### src/rtl/fmul_norm_round.sv
// rtl/fmul_norm_round.sv - two-stage normalize and round-to-nearest-even pack for an FP32 multiplier
module fmul_norm_round (
  input  logic        clk,
  input  logic        reset,
  input  logic        in_valid,
  output logic        in_ready,
  input  logic        in_sign,
  input  logic [9:0]  in_exp,
  input  logic [63:0] in_prod,
  input  logic        in_zero,
  output logic        out_valid,
  input  logic        out_ready,
  output logic [31:0] out_result,
  output logic [2:0]  out_flags
);

  logic adv1, adv2;
  logic v1;

  // Stage 1 (normalize) registers
  logic               s1_sign;
  logic               s1_zero;
  logic signed [10:0] s1_exp;
  logic [22:0]        s1_mant;
  logic               s1_guard;
  logic               s1_sticky;

  // Stage 1 combinational normalize
  logic               n_top;
  logic signed [10:0] n_exp;
  logic [22:0]        n_mant;
  logic               n_guard;
  logic               n_sticky;

  // Stage 2 combinational round/pack
  logic               round_up;
  logic [23:0]        mant_sum;
  logic signed [10:0] exp_final;
  logic               inexact;
  logic [31:0]        r_result;
  logic [2:0]         r_flags;

  // Upper product bits are always zero from the adder stage.
  logic unused_prod_bits;
  assign unused_prod_bits = ^in_prod[63:48];

  assign adv2     = !out_valid || out_ready;
  assign adv1     = !v1 || adv2;
  assign in_ready = adv1;

  always_comb begin
    n_top    = in_prod[47];
    n_exp    = {in_exp[9], in_exp} + {10'd0, n_top};
    n_mant   = n_top ? in_prod[46:24] : in_prod[45:23];
    n_guard  = n_top ? in_prod[23] : in_prod[22];
    n_sticky = n_top ? (|in_prod[22:0]) : (|in_prod[21:0]);
  end

  always_ff @(posedge clk or posedge reset) begin
    if (reset) begin
      v1 <= 1'b0;
    end else if (adv1) begin
      v1 <= in_valid;
    end
  end

  always_ff @(posedge clk) begin
    if (adv1 && in_valid) begin
      s1_sign   <= in_sign;
      s1_zero   <= in_zero;
      s1_exp    <= n_exp;
      s1_mant   <= n_mant;
      s1_guard  <= n_guard;
      s1_sticky <= n_sticky;
    end
  end

  always_comb begin
    round_up  = s1_guard && (s1_sticky || s1_mant[0]);
    mant_sum  = {1'b0, s1_mant} + {23'd0, round_up};
    // A carry out of the 23-bit field leaves the mantissa zero and bumps the exponent.
    exp_final = s1_exp + {10'd0, mant_sum[23]};
    inexact   = s1_guard || s1_sticky;
    r_result  = {s1_sign, exp_final[7:0], mant_sum[22:0]};
    r_flags   = {2'b00, inexact};
    if (s1_zero) begin
      r_result = {s1_sign, 31'h0};
      r_flags  = 3'b000;
    end else if (exp_final >= 11'sd255) begin
      r_result = {s1_sign, 8'hFF, 23'h0};
      r_flags  = 3'b101;
    end else if (exp_final <= 11'sd0) begin
      r_result = {s1_sign, 31'h0};
      r_flags  = 3'b011;
    end
  end

  always_ff @(posedge clk or posedge reset) begin
    if (reset) begin
      out_valid  <= 1'b0;
      out_result <= 32'h0;
      out_flags  <= 3'b000;
    end else if (adv2) begin
      out_valid <= v1;
      if (v1) begin
        out_result <= r_result;
        out_flags  <= r_flags;
      end
    end
  end

endmodule

### config.mk
export PLATFORM = sky130hd
export DESIGN_NAME = fmul_norm_round
export DESIGN_NICKNAME = d
export VERILOG_FILES = /design/src/rtl/fmul_norm_round.sv
export SDC_FILE = /design/constraint.sdc
export NUM_CORES = 1
export LEC_CHECK = 0
export ABC_AREA = 0
export BUFFER_PORTS_ARGS = -buffer_cell sky130_fd_sc_hd__buf_2
export CELL_PAD_IN_SITES_DETAIL_PLACEMENT = 2
export CELL_PAD_IN_SITES_GLOBAL_PLACEMENT = 2
export CORE_UTILIZATION = 33
export CTS_CLUSTER_DIAMETER = 80
export CTS_CLUSTER_SIZE = 24
export DETAILED_ROUTE_END_ITERATION = 10
export PLACE_DENSITY_LB_ADDON = 0.1
export RECOVER_POWER = 25
export SYNTH_ARGS = -nofsm -noshare
export SYNTH_HDL_FRONTEND = slang
export SYNTH_SLANG_ARGS = --single-unit
### constraint.sdc
create_clock -name clk -period 3.46 [get_ports clk]
set_input_delay 0.692 -clock clk [delete_from_list [all_inputs] [get_ports clk]]
set_output_delay 0.692 -clock clk [all_outputs]
set_load 0.01 [all_outputs]
==> impl_metrics.yaml, run 1 <==
run_status:
  outcome: "complete, but fails checks"
  violations: "design-rule violations, max-capacitance violations, max-slew violations"
floorplanning:
  ios: 117
  coreArea_sq_um: 11500
  dieArea_sq_um: 12400
  die_height_microns: 111
  fp.dieW_microns: 111
  core.rowCount: 39
  start_util: 0.342
route:
  drt-total-wl_microns: 10400
  dr_total_vias: 2948
  route.detailed.drc: 12
  ant_nets: 0
  wl_per_cell_microns: 18.1
  drt-pass1-iter-count: 9
  vias_per_cell: 5.12
  drtIter0Drc: 102
place:
  pre_cts_slack_ns: 0.00541
  io_buffers: 100
  place.gp.congestion: 0.753
  hpwl_microns: 7960
  placed_cell_area_sq_um: 4620
worst_hold_path:
  hp-class: "reg2reg"
worst_setup_path:
  end_kind: "flop"
  start_kind: "flop"
  crit_path_start: "s1_sticky"
  r2r-end: "out_result[16]"
  crit_end: "out_result[16]"
  ff2ff_setup_slack_ns: 0.21
  reg2regPathDepth: 13
  critPathKind: "reg2reg"
  path_max_fanout: 23
  worstReg2RegStart: "s1_sticky"
  cp_data_required_time_ns: 3.70
  crit_arrival_ns: 3.50
global_routing:
  track_usage: 0.182
  grt_pass1_wl_microns: 17300
  globalRouteOverflowTotal: 0
  grt_max_degree: 39
  antenna_found_initial: 0
  grt_pass1_vias: 3265
yosys:
  synth_top_family_by_area: "simple AND/OR/NAND/NOR gates"
  synthMuxAreaShare: 0.0715
  yosysUniqueCellTypes: 45
  yosysSeqAreaShare: 0.525
  syn_nets: 410
  synthFlopType: "edfxtp_1"
  synth_seq_cells: 75
  syn_inst: 323
  async_flop_share: 0.493
  synth_xor_area_frac: 0.0822
  synth.avg_cell_area_sq_um: 12.2
  synth-simple-area-share: 0.149
  synth-adder-area-share: 0.0222
  synth_compound_area_frac: 0.126
  synthesis.area_sq_um: 3940
  yosysWarnings: 0
  synth_edf_count: 38
power:
  leakagePower_nw: 2.10
  ir_worst_vdd_v: 0.000197
  power_mw: 2.44
  p_per_area_nw_per_um2: 490
clock_network:
  root_buffer: "clkbuf_16"
  cts_tree: "done"
  post-cts-setup-buffer-count: 0
  htreeDepth: 3
  clkLatencyLatePin_ns: 0.34
  clk_pin_slew_ns: 0.06
  cts_sinks: 75
  cts_max_path_buffers: 2
  cts_inserted_buffers: 9
timing:
  slew_headroom: -0.349
  hold_viol_final: 0
  fmaxAchievable_mhz: 307
  worst_pin_slew_ns: 2.02
  setup_slack_ns: 0.207
  slew_violations: 38
  clock_skew_ns: 0.00464
  timing.final.crit_period_ns: 3.25
  setup_violations: 0
  period_share: 0.940
  rsz0062_at_grt: "false"
  finalSetupTns_ns: 0
cells_and_area:
  fillCellCount: 1193
  finish.instance_area_sq_um: 4980
  n_antenna_cell: 0
  final_cell_mix: "99 x buf_2, 39 x nand2_1, 38 x edfxtp_1"
  drive_gt1_frac: 0.400
  layout.nets: 515
  area_growth_syn_to_layout_pct: 26.3
  layout_commonest_cell: "buf_2"
flow_run:
  maxCapViolCount: 1
## logic make-up after synthesis
family                   Yosys count
AO/OA/AOI/OAI                     49
XOR/XNOR                          37
adder cells (fa/ha/maj)            7
buffers and inverters             17
flip-flops                        75
multiplexers                      25
AND/OR/NAND/NOR                  113
## worst min-delay path by stage
stage | cells past startpoint | from | slack, ns | endpoint
floorplan | 1 | s1_sign | 0.46 | out_result[31]
global placement | 1 | s1_sign | 0.46 | out_result[31]
detailed placement | 1 | out_flags[2] | 0.47 | out_flags[2]
CTS | 3 | reset | 0.47 | out_valid
global route | 1 | s1_sign | 0.51 | out_result[31]
finish | 1 | out_flags[2] | 0.48 | out_flags[2]
## layer usage
metal	track usage	wire length, microns	up-vias
met1	0.247	5000	1430
met3	0.0350	478	13
met4	0.0784	193	0
met2	0.284	4740	90
li1	-	-	1415
met5	0	0	-
## stage by stage
stage	hold WS, ns	instances	util
after floorplan	0.455	323	-
after global placement	0.458	560	0.401
after detailed placement	0.473	560	0.401
after CTS	0.472	576	0.431
after global routing	0.507	576	0.432
final	0.482	576	0.432
## cell usage after synthesis (2+ instances only)
library cell  instances  share of area
a221o_1               5          0.013
a22o_1                4         0.0089
a31oi_1               2         0.0032
and2_1                2         0.0032
and3_1                7          0.011
and4_1                6          0.013
buf_1                 2         0.0019
buf_2                 3         0.0038
buf_4                 2         0.0038
buf_6                 3         0.0086
clkbuf_1              5         0.0048
dfrtp_1              37           0.23
edfxtp_1             38           0.29
ha_1                  7          0.022
inv_1                 2         0.0019
mux2_2               25          0.071
nand2_1              39          0.037
nand2b_1              3         0.0048
nand3_1              22          0.028
nand3b_1              2         0.0038
nand4_1               5         0.0079
nor2_1               12          0.011
nor3_1                5         0.0064
nor4_1                6         0.0095
o21a_1                4         0.0076
o21ai_0               2         0.0025
o31ai_1               4         0.0076
o31ai_2              17          0.054
xnor2_1              16          0.036
xor2_1               21          0.047
## critical path, cell delays in order, from the launching register on
cell and delay (ns):
edfxtp_1 0.37, o21a_1 0.14, ha_1 0.18, nand4_1 0.17, nor2_2 0.15, and4_4 0.25
ha_1 0.18, ha_4 0.18, nand3_2 0.12, o31a_1 0.35, or2_1 0.27, a311o_4 0.34
buf_12 0.17, o31ai_2 0.27
## power by group
group	switching, mW	leakage (nW)	internal, mW
clock	0.366	0.167	0.702
sequential	0.0568	0.855	1.02
combinational	0.162	1.07	0.136
## state kept, by name, indices dropped and copies added, names as in the netlist
name        cells
s1_mant        23
v1              1
out_valid       1
s1_sign         1
out_flags       3
s1_guard        1
s1_exp         11
out_result     32
s1_sticky       1
s1_zero         1
## timing repair
item                                    CTS  global route
gates resized for setup                   1             3
pin swaps                                 0             0
endpoints found under the setup margin    3            27
cloned                                    0             0
hold buffers                              0             0
## final cells by class
type	instances	area (sq um)	share of cell area
clock inverters	7	116	0.0234
flip-flops and latches	75	2070	0.415
clock buffers	9	225	0.0453
inverters	2	7.51	0.00151
well taps	143	179	0.0360
repair buffers	109	588	0.118
multi-input cells	231	1790	0.360
Note: power is estimated with default switching activity, not from simulation.
==> run 2, diff against run 1 <==
--- a/config.mk
+++ b/config.mk
@@ -14,7 +14,6 @@
 export CTS_CLUSTER_SIZE = 24
 export DETAILED_ROUTE_END_ITERATION = 10
 export PLACE_DENSITY_LB_ADDON = 0.1
-export RECOVER_POWER = 25
 export SYNTH_ARGS = -nofsm -noshare
 export SYNTH_HDL_FRONTEND = slang
 export SYNTH_SLANG_ARGS = --single-unit
==> constraint.sdc (replaced) <==
create_clock -name clk -period 3.51 [get_ports clk]
set_input_delay 0.702 -clock clk [delete_from_list [all_inputs] [get_ports clk]]
set_output_delay 0.702 -clock clk [all_outputs]
set_load 0.01 [all_outputs]
==> impl_metrics.yaml, run 2 (same netlist as run 1, synthesis figures left out) <==
run_status:
  outcome: "complete, but fails checks"
  violations: "design-rule violations"
global_routing:
  grt_pass1_wl_microns: 17500
  use_met3: 0.0416
  track_usage: 0.182
  met2_usage: 0.283
  globalRouteOverflowTotal: 0
  grt.met1_usage: 0.250
  grt_pass1_vias: 3276
  grt.busiest_layer: "met2"
  grt_max_degree: 39
  antenna_found_initial: 0
power:
  comb_power_share: 0.126
  pwr-share-clk: 0.421
  ir_worst_vdd_v: 0.000259
  leakagePower_nw: 2.08
  power_mw: 2.33
  internal-power_mw: 1.76
  p_switching_mw: 0.575
  p_seq_frac: 0.453
  p_per_area_nw_per_um2: 472
  p_sw_frac: 0.247
route:
  drtIter0Drc: 124
  wl_per_cell_microns: 18.4
  drt-total-wl_microns: 10600
  dr_total_vias: 2987
  ant_nets: 0
  drt-pass1-iter-count: 9
  vias_per_cell: 5.19
  route.detailed.drc: 12
place:
  placed_cells: 559
  hpwl_microns: 7840
  placed_cell_area_sq_um: 4590
  io_buffers: 100
  place.gp.congestion: 0.759
  pre_cts_slack_ns: 0.0484
floorplanning:
  coreArea_sq_um: 11500
  ios: 117
  dieArea_sq_um: 12400
  start_util: 0.342
  die_height_microns: 111
  fp.dieW_microns: 111
  core.rowCount: 39
worst_setup_path:
  reg2regPathDepth: 12
  r2r-end: "out_result[8]"
  start_kind: "flop"
  path_cells: "o21a_1, ha_1, nand4_1, nor2_1, and4_1, ha_1, ha_2, nand3_2, o31a_1, or2_4, a311o_2, o31ai_2"
  critPathKind: "reg2reg"
  cp_data_required_time_ns: 3.75
  critPathSlowestCell: "a311o_2"
  crit_top_cell: "ha_1"
  path_max_fanout: 11
  end_kind: "flop"
  worstReg2RegStart: "s1_sticky"
  max_stage_delay_ns: 0.48
  ff2ff_setup_slack_ns: 0.19
  crit_arrival_ns: 3.56
clock_network:
  clk_pin_slew_ns: 0.06
  clkLatencyLatePin_ns: 0.33
  cts_tree: "done"
  cts_hold_buf: 0
  cts_sinks: 75
  root_buffer: "clkbuf_16"
  cts_max_path_buffers: 2
  cts_inserted_buffers: 9
  htreeDepth: 3
cells_and_area:
  final_cell_mix: "100 x buf_2, 39 x nand2_1, 38 x edfxtp_1"
  fin_cells: 576
  drive_gt1_frac: 0.406
  layout.nets: 515
  regMostFlops: "out_result"
  fin_util: 0.429
  largestRegisters: "out_result (32), s1_mant (23), s1_exp (11)"
  finish.instance_area_sq_um: 4930
  area_growth_syn_to_layout_pct: 25.2
  layout_commonest_cell: "buf_2"
  largest_reg_flops: 32
  n_antenna_cell: 0
timing:
  setup_slack_ns: 0.185
  setup_violations: 0
  hold_viol_final: 0
  fin_hold_ws_ns: 0.476
  rsz0062_at_grt: "false"
  slew_headroom: 0.346
  timing.final.crit_period_ns: 3.32
  worst_pin_slew_ns: 0.979
  period_share: 0.947
  fmaxAchievable_mhz: 301
  slew_violations: 0
  clock_skew_ns: 0.00814
  finalSetupTns_ns: 0
worst_hold_path:
  hp-class: "in2async"
flow_run:
  maxCapViolCount: 0
==> run 2: cell types whose count changed in the layout (fill, tap and decap cells not counted), sizes merged <==
cell | before | now
clkinv | 4 | 3
a311o | 1 | 2
clkinvlp | 0 | 1
clkbuf | 11 | 10
bufinv | 3 | 2
buf | 107 | 108
==> run 2: power by group through the flow <==
stage | combinational, mW | sequential (mW) | clock (mW)
finish | 0.295 | 1.06 | 0.981
global route | 0.326 | 1.07 | 1.04
CTS | 0.299 | 1.06 | 1.01
detailed placement | 0.293 | 1.07 | 0
global placement | 0.283 | 1.07 | 0
floorplan | 0.168 | 1.07 | 0
==> run 2: area by class of cell <==
cell class | instances | area, sq um
repair buffers | 108 | 561
inverters | 2 | 7.51
fillers | 1225 | 6580
clock inverters | 6 | 90.1
flip-flops and latches | 75 | 2070
clock buffers | 10 | 229
well taps | 143 | 179
multi-input cells | 232 | 1800
==> run 2: metal layers <==
layer / wire length [microns] / share of wire
met5: 0 / 0
met4: 147 / 0.014
met3: 538 / 0.051
met2: 4790 / 0.45
met1: 5100 / 0.48
==> run 2: worst max path at each step <==
stage,endpoint,startpoint,slack (ns),depth (start not counted)
3_5_place_dp,out_result[16],s1_sticky,0.05,12
4_1_cts,out_result[10],s1_sticky,0.01,12
3_3_place_gp,out_result[10],s1_sticky,0.21,12
6_report,out_result[8],s1_sticky,0.19,12
5_1_grt,out_result[17],s1_guard,0.02,12
2_1_floorplan,out_result[22],s1_sticky,0.31,13
==> run 2: worst max-delay path: cells and delay by family (launching register included) <==
family                     cells  cell delay, ns
adders and majority gates      3            0.61
DFF                            1            0.36
and+or+nand+nor                5            1.01
AOI/OAI and AO/OA              4            1.26
==> run 2: timing repair <==
item | 4_1_cts | 5_1_grt
setup endpoints to repair | 1 | 23
setup buffers | 0 | 0
gates cloned | 1 | 0
gates resized for setup | 1 | 3
pin swaps | 1 | 2
